$ cat src/rtl/multicycle_control.sv
// Multicycle CPU control FSM: drives the datapath controls for each state and counts retired instructions.
// Outputs are combinational from state (FETCH is Mealy on mem_ready); memory waits stall in FETCH/MEMRD/MEMWR.
module multicycle_control #(
  parameter int CNTW = 16
) (
  input  logic            clk,
  input  logic            rst_n,
  input  logic [5:0]      opcode,
  input  logic            mem_ready,
  output logic            pcwrite,
  output logic            pcwritecond,
  output logic            iord,
  output logic            memread,
  output logic            memwrite,
  output logic            memtoreg,
  output logic            irwrite,
  output logic            alusrca,
  output logic            regwrite,
  output logic            regdst,
  output logic            aluop1,
  output logic            aluop0,
  output logic [1:0]      alusrcb,
  output logic [1:0]      pcsource,
  output logic [3:0]      state,
  output logic            illegal,
  output logic [CNTW-1:0] instret
);

  localparam logic [3:0] FETCH  = 4'd0;
  localparam logic [3:0] DECODE = 4'd1;
  localparam logic [3:0] MEMADR = 4'd2;
  localparam logic [3:0] MEMRD  = 4'd3;
  localparam logic [3:0] MEMWB  = 4'd4;
  localparam logic [3:0] MEMWR  = 4'd5;
  localparam logic [3:0] EXEC   = 4'd6;
  localparam logic [3:0] RWB    = 4'd7;
  localparam logic [3:0] BRANCH = 4'd8;
  localparam logic [3:0] JUMP   = 4'd9;
  localparam logic [3:0] ORIEX  = 4'd10;
  localparam logic [3:0] ORIWB  = 4'd11;

  localparam logic [5:0] OP_RTYPE = 6'b000000;
  localparam logic [5:0] OP_LW    = 6'b100011;
  localparam logic [5:0] OP_SW    = 6'b101011;
  localparam logic [5:0] OP_BEQ   = 6'b000100;
  localparam logic [5:0] OP_J     = 6'b000010;
  localparam logic [5:0] OP_ORI   = 6'b001101;

  logic [3:0]      state_q;
  logic [3:0]      state_d;
  logic            retire;
  logic            mrdy;
  logic [CNTW-1:0] instret_q;

  // Holding mem_ready low under reset keeps the FETCH write enables quiet.
  assign mrdy    = mem_ready & rst_n;
  assign state   = state_q;
  assign instret = instret_q;

  always_ff @(posedge clk or negedge rst_n) begin
    if (!rst_n) state_q <= FETCH;
    else        state_q <= state_d;
  end

  always_comb begin
    state_d = FETCH;
    retire  = 1'b0;
    case (state_q)
      FETCH:  state_d = mrdy ? DECODE : FETCH;
      DECODE: begin
        case (opcode)
          OP_LW, OP_SW: state_d = MEMADR;
          OP_RTYPE:     state_d = EXEC;
          OP_BEQ:       state_d = BRANCH;
          OP_J:         state_d = JUMP;
          OP_ORI:       state_d = ORIEX;
          default:      state_d = FETCH;
        endcase
      end
      MEMADR: state_d = (opcode == OP_LW) ? MEMRD : MEMWR;
      MEMRD:  state_d = mrdy ? MEMWB : MEMRD;
      MEMWB:  retire  = 1'b1;
      MEMWR: begin
        state_d = mrdy ? FETCH : MEMWR;
        retire  = mrdy;
      end
      EXEC:   state_d = RWB;
      RWB:    retire  = 1'b1;
      BRANCH: retire  = 1'b1;
      JUMP:   retire  = 1'b1;
      ORIEX:  state_d = ORIWB;
      ORIWB:  retire  = 1'b1;
      default: state_d = FETCH;
    endcase
  end

  always_comb begin
    pcwrite     = 1'b0;
    pcwritecond = 1'b0;
    iord        = 1'b0;
    memread     = 1'b0;
    memwrite    = 1'b0;
    memtoreg    = 1'b0;
    irwrite     = 1'b0;
    alusrca     = 1'b0;
    regwrite    = 1'b0;
    regdst      = 1'b0;
    aluop1      = 1'b0;
    aluop0      = 1'b0;
    alusrcb     = 2'b00;
    pcsource    = 2'b00;
    illegal     = 1'b0;
    case (state_q)
      FETCH: begin
        memread = 1'b1;
        alusrcb = 2'b01;
        irwrite = mrdy;
        pcwrite = mrdy;
      end
      DECODE: begin
        alusrcb = 2'b11;
        illegal = !(opcode inside {OP_LW, OP_SW, OP_RTYPE, OP_BEQ, OP_J, OP_ORI});
      end
      MEMADR: begin
        alusrca = 1'b1;
        alusrcb = 2'b10;
      end
      MEMRD: begin
        memread = 1'b1;
        iord    = 1'b1;
      end
      MEMWB: begin
        memtoreg = 1'b1;
        regwrite = 1'b1;
      end
      MEMWR: begin
        memwrite = 1'b1;
        iord     = 1'b1;
      end
      EXEC: begin
        alusrca = 1'b1;
        aluop1  = 1'b1;
      end
      RWB: begin
        regdst   = 1'b1;
        regwrite = 1'b1;
      end
      BRANCH: begin
        alusrca     = 1'b1;
        aluop0      = 1'b1;
        pcwritecond = 1'b1;
        pcsource    = 2'b01;
      end
      JUMP: begin
        pcwrite  = 1'b1;
        pcsource = 2'b10;
      end
      ORIEX: begin
        alusrca = 1'b1;
        alusrcb = 2'b10;
        aluop1  = 1'b1;
        aluop0  = 1'b1;
      end
      ORIWB: regwrite = 1'b1;
      default: ;
    endcase
  end

  always_ff @(posedge clk or negedge rst_n) begin
    if (!rst_n)      instret_q <= '0;
    else if (retire) instret_q <= instret_q + CNTW'(1);
  end

endmodule

$ cat config.mk
export PLATFORM = sky130hd
export DESIGN_NAME = multicycle_control
export DESIGN_NICKNAME = d
export VERILOG_FILES = /design/src/rtl/multicycle_control.sv
export SDC_FILE = /design/constraint.sdc
export NUM_CORES = 1
export LEC_CHECK = 0
export ABC_AREA = 1
export BUFFER_PORTS_ARGS = -buffer_cell sky130_fd_sc_hd__buf_2
export CORE_MARGIN = 5
export CORE_UTILIZATION = 30
export DETAILED_ROUTE_END_ITERATION = 6
export PLACE_DENSITY = 0.57
export RECOVER_POWER = 100
export SKIP_CTS_REPAIR_TIMING = 1
export SLEW_MARGIN = 20
export SYNTH_ARGS = -nofsm -noshare
export SYNTH_HDL_FRONTEND = slang
export SYNTH_SLANG_ARGS = --single-unit
$ cat constraint.sdc
create_clock -name clk -period 2 [get_ports clk]
set_input_delay 0.4 -clock clk [delete_from_list [all_inputs] [get_ports clk]]
set_output_delay 0.4 -clock clk [all_outputs]
set_load 0.01 [all_outputs]
==> After elaboration in Yosys (flattened, before gate mapping) <==
Cells that the tools add are included.
W data, S select, Z words.
{ "classes": {"muxes": 22, "n_bitwise": 1, "eq_ne": 16, "n_reduce_logical": 13, "n_addsub": 1} }
{ "ops": {"columns": ["operator", "n"], "rows": [
  ["$pmux W4 S7", 1],
  ["$pmux W4 S5", 1],
  ["$add A16 B1 Y16 const B", 1],
  ["$eq A4 B3 Y1 const B", 4],
  ["$eq A4 B4 Y1 const B", 4],
  ["$mux W1", 13],
  ["$eq A6 B6 Y1 const B", 2],
  ["$reduce_or A2 Y1", 6],
  ["$mux W3", 3],
  ["$eq A4 B2 Y1 const B", 2],
  ["$eq A6 B2 Y1 const B", 1],
  ["$eq A6 B3 Y1 const B", 1],
  ["$eq A6 B4 Y1 const B", 1],
  ["$logic_not A6 Y1", 1],
  ["$pmux W2 S3", 1],
  ["$reduce_bool A6 Y1", 1],
  ["$reduce_or A5 Y1", 1],
  ["$eq A4 B1 Y1 const B", 1],
  ["$logic_not A4 Y1", 1],
  ["$pmux W1 S2", 2],
  ["$pmux W2 S2", 1],
  ["$reduce_or A4 Y1", 1],
  ["$reduce_or A3 Y1", 1],
  ["$and A1 B1 Y1", 1],
  ["$logic_not A1 Y1", 1]
]} }
{ "word_totals": {"word_cells": 55, "out_inout_bits": 37, "register_bits": 20, "inputBits": 9} }

==> Longest topological paths before layout <==
{ "depth": {"ltp_word": 4, "depth_mapped": 9, "depth_no_buf": 8} }

==> Worst setup path before layout <==
No wires, ideal clock.
{ "synth_timing": {"path_kind": "register to output", "startpoint": "reg state_q[3] (netlist: state[3])", "endpoint": "out illegal", "stages_incl_launch_ff": 6, "t_arrival_ns": 1.303, "path_buffers": 0, "t_required_ns": 1.600, "setup_slack_ns": 0.297, "cell_sequence": "dfrtp_1 nor2_1 inv_1 nor2_1 inv_1 nor3_1"} }
{ "synth_between": {"elab_chain_cells": 2} }
{ "synth_lines": {"columns": ["element", "line_no", "text"], "rows": [
  ["start, declared", "49", "logic [3:0] state_q;"],
  ["start signal, assigned", "62", "else state_q <= state_d;"],
  ["$eq A4 B1 Y1", "113", "case (state_q)"],
  ["$mux W1", "113", null],
  ["end, declared", "25", "output logic illegal,"]
]} }
Every way passes these cells.

==> Worst setup path in the final report <==
{ "layout_timing": {"startpoint": "reg state_q[3] (netlist: state[3])", "endpoint": "out regwrite"} }
{ "layout_between": {"elab_chain_cells": 3, "word_cells_on_any_way": 5, "classes_between": "3 x eq/ne; 1 x mux; 1 x reduce/logical"} }
{ "layout_lines": {"columns": ["element", "line_no", "text"], "rows": [
  ["$eq A4 B3 Y1 or $eq A4 B4 Y1 (tied branches)", "113", null],
  ["$reduce_or A3 Y1 (no source line) (*)", null, null],
  ["$mux W1 (*)", "113", null],
  ["end, declared", "18", "output logic regwrite,"]
]} }
Mark *: on every way between the ends. The rest lies on a longest branch, timed or not.

==> run_results.csv <==
group,metric,value,unit
status,outcome,"complete, no violations",
min_path,hold_end,"state[2]$_DFF_PN0_",
route,drt_wl_total,4030,um
grt,antenna_found_initial,0,
grt,grt_pass1_vias,1484,
route,drc,0,
cells_and_area,final_cells,346,
sta,worst_pin_slew,1.10,ns
placed_design,gp_congestion,0.825,
sta,finalCritPeriodShare,93.6,%
clock_tree,cts-root-buf,"clkbuf_8",
sta,timing.fmax,534,MHz
synthesis,synth_fa_ha_area_share,0.837,%
synthesis,synth_top_area_share,33.5,%
setup_path,cp_top_family,"flip-flops",
setup_path,r2r_slack,0.23,ns
clock_tree,cts_tree,"yes",
synthesis,ys_top_cells_by_area,"dfrtp_1 33%, nand2_1 17%, nand3_1 10%",
synthesis,netlist_area,0.00150,mm^2
die,core,0.00479,mm^2
grt,grt_max_degree,21,
die,dieWidth,80.6,um
placed_design,dpl_cell_area,0.00178,mm^2
sta,fin_crit,1.87,ns
cells_and_area,postLayoutCoreUtil,37.8,%
power_and_ir_drop,finalPower,0.861,mW
synthesis,synth-seq-area-share,33.5,%
setup_path,cp_cell_sequence,"clkbuf_1 > nand2_1 > nand2_1 > o21ai_2 > inv_1 > buf_2",
power_and_ir_drop,p_per_area,476,mW/mm^2
synthesis,synthSimpleGateAreaFrac,47.2,%
setup_path,ff2ff_path_depth,8,
sta,setup_tns,0,ns
setup_path,arrival,1.47,ns
die,io-pin-count,46,
cells_and_area,fin_area,0.00181,mm^2
synthesis,yosysTopAreaCell,"dfrtp_1",
synthesis,synth_top_family_by_area,"simple AND/OR/NAND/NOR gates",
setup_path,end_kind,"output pin",
synthesis,syn-num-nets,239,
grt,grt_pass1_wl,6730,um
placed_design,port_buffers,45,
setup_path,critPathKind,"reg -> out",
cells_and_area,nets,291,
cells_and_area,fill_cells,558,
clock_tree,path_clk_slew,0.07,ns
synthesis,synth_xor_area_share,4.10,%
synthesis,synth-seq-cells,20,
synthesis,synth_cells,229,
clock_tree,clk-insertion-delay-late,0.26,ns
route,first_pass_iters,4,
cells_and_area,syn2layout_area_growth,21.1,%
grt,overflow,0,
route,drtAntennaViolNets,0,
setup_path,path_buf_inv,3,
setup_path,r2r_end,"instret[15]$_DFFE_PN0P_",
setup_path,cp_slowest_cell,"dfrtp_2",
setup_path,rr_startpoint,"state[3]$_DFF_PN0_",
sta,setup_ws,0.128,ns
setup_path,startpoint_type,"flop",
cells_and_area,insertedDiodeCount,0,
sta,setup_viol,0,
synthesis,synth.avg_cell_area,6.53,um^2
power_and_ir_drop,p_leak,0.909,nW
die,row_count,25,
sta,fin_skew,0.00522,ns
placed_design,dpl_worst_slack,0.195,ns
power_and_ir_drop,vdd_drop_max,0.238,mV
min_path,whs_path_depth,3,
cells_and_area,mostFrequentLayoutCell,"nand2_1",
cells_and_area,drive_gt1_share,16.1,%
min_path,hold_path_class,"in -> reg",
clock_tree,clockBufferDepth,2,
route,wl_per_cell,11.6,um
grt,grt_usage,12.9,%
sta,slew_headroom,26.4,%
clock_tree,cts_sinks,20,
route,viasPerCell,4.66,
placed_design,place_hpwl,3150,um
synthesis,yosys_warnings,0,
setup_path,cpPeakStageDelay,0.45,ns
run,max-cap-violations,0,
sta,rsz0062_at_grt,"no",
sta,finalHoldViolCount,0,
setup_path,worst_path_most_repeated_cell,"nand2_1",
synthesis,synth_compound_area_share,5.52,%
min_path,hold_start,"opcode[3]",
cells_and_area,final_cell_mix,"68 x nand2_1, 34 x nor2_1, 34 x clkbuf_1, 30 x nand3_1, 21 x inv_1",
synthesis,synth.distinct_cells,24,
sta,holdWs,0.468,ns
die,start_util,31.2,%
placed_design,dp.cells,339,
clock_tree,htree_levels,1,
die,die_h,80.6,um
synthesis,synthMuxAreaShare,0,%
route,dr.first_iter.drc_count,104,
die,dieArea,0.00650,mm^2
setup_path,crit_path_max_fanout,7,
clock_tree,numCtsBuffers,3,
sta,report.final.slew_viol_count,0,
route,vias,1611,
setup_path,cp.required,1.60,ns
## flip-flops by register name, summed over array words and instances (netlist names)
register / flops
instret: 16
state: 4
## tightest hold or removal path: cells and delay by family
family	cells	cell delay, ns
buffers and inverters	1	0.13
and+or+nand+nor	1	0.08
AOI/OAI and AO/OA	1	0.08
## worst max-delay path by stage
stage                                   from  endpoint  slack, ns  cells after the start
final                     state[3]$_DFF_PN0_  regwrite       0.13                      6
after global routing      state[3]$_DFF_PN0_  regwrite       0.03                      6
after CTS                 state[3]$_DFF_PN0_   illegal      -0.09                      6
after detailed placement  state[3]$_DFF_PN0_   illegal       0.20                      6
after global placement    state[3]$_DFF_PN0_   illegal       0.25                      6
after floorplan           state[3]$_DFF_PN0_   illegal       0.30                      5
## per-layer routing
layer | wire length (um) | share of wire, % | up-vias | track usage, %
met5 | 0 | 0 | - | 0
met4 | 68 | 1.7 | 0 | 4.05
met3 | 254 | 6.3 | 7 | 2.35
met2 | 1910 | 48 | 42 | 22.6
met1 | 1790 | 44 | 723 | 15.9
li1 | - | - | 839 | -
## cell usage after synthesis
library cell,instances
nand2_4,1
xor2_1,3
nor2_1,35
o21ai_2,1
nand3_1,30
buf_4,2
nand4_1,9
inv_1,22
ha_1,1
o211ai_1,1
a21oi_1,1
buf_2,1
nand2_1,66
o21bai_1,1
dfrtp_1,20
inv_2,4
xnor2_1,4
o21ai_4,1
nor2_2,2
o22ai_1,2
o21ai_0,5
nand2_2,13
buf_8,1
nor3_1,3
## cell type report
type,instances,area [um^2],share of cell area (%)
sequential,20,503,27.8
clock buffer,3,41.3,2.28
inverter,26,97.6,5.39
timing repair buffer,51,223,12.3
tap,67,83.8,4.63
multi-input combinational,179,862,47.6
## report_power, final
part	internal [mW]	switching (mW)
combinational	0.0530	0.0942
sequential	0.420	0.0219
clock	0.134	0.138
## cells by family after synthesis
family | Yosys count
buf+inv | 30
compound gates | 12
xor+xnor | 7
simple gates | 159
flops | 20
fa+ha+maj | 1
Power figures use the tool's default switching activity.
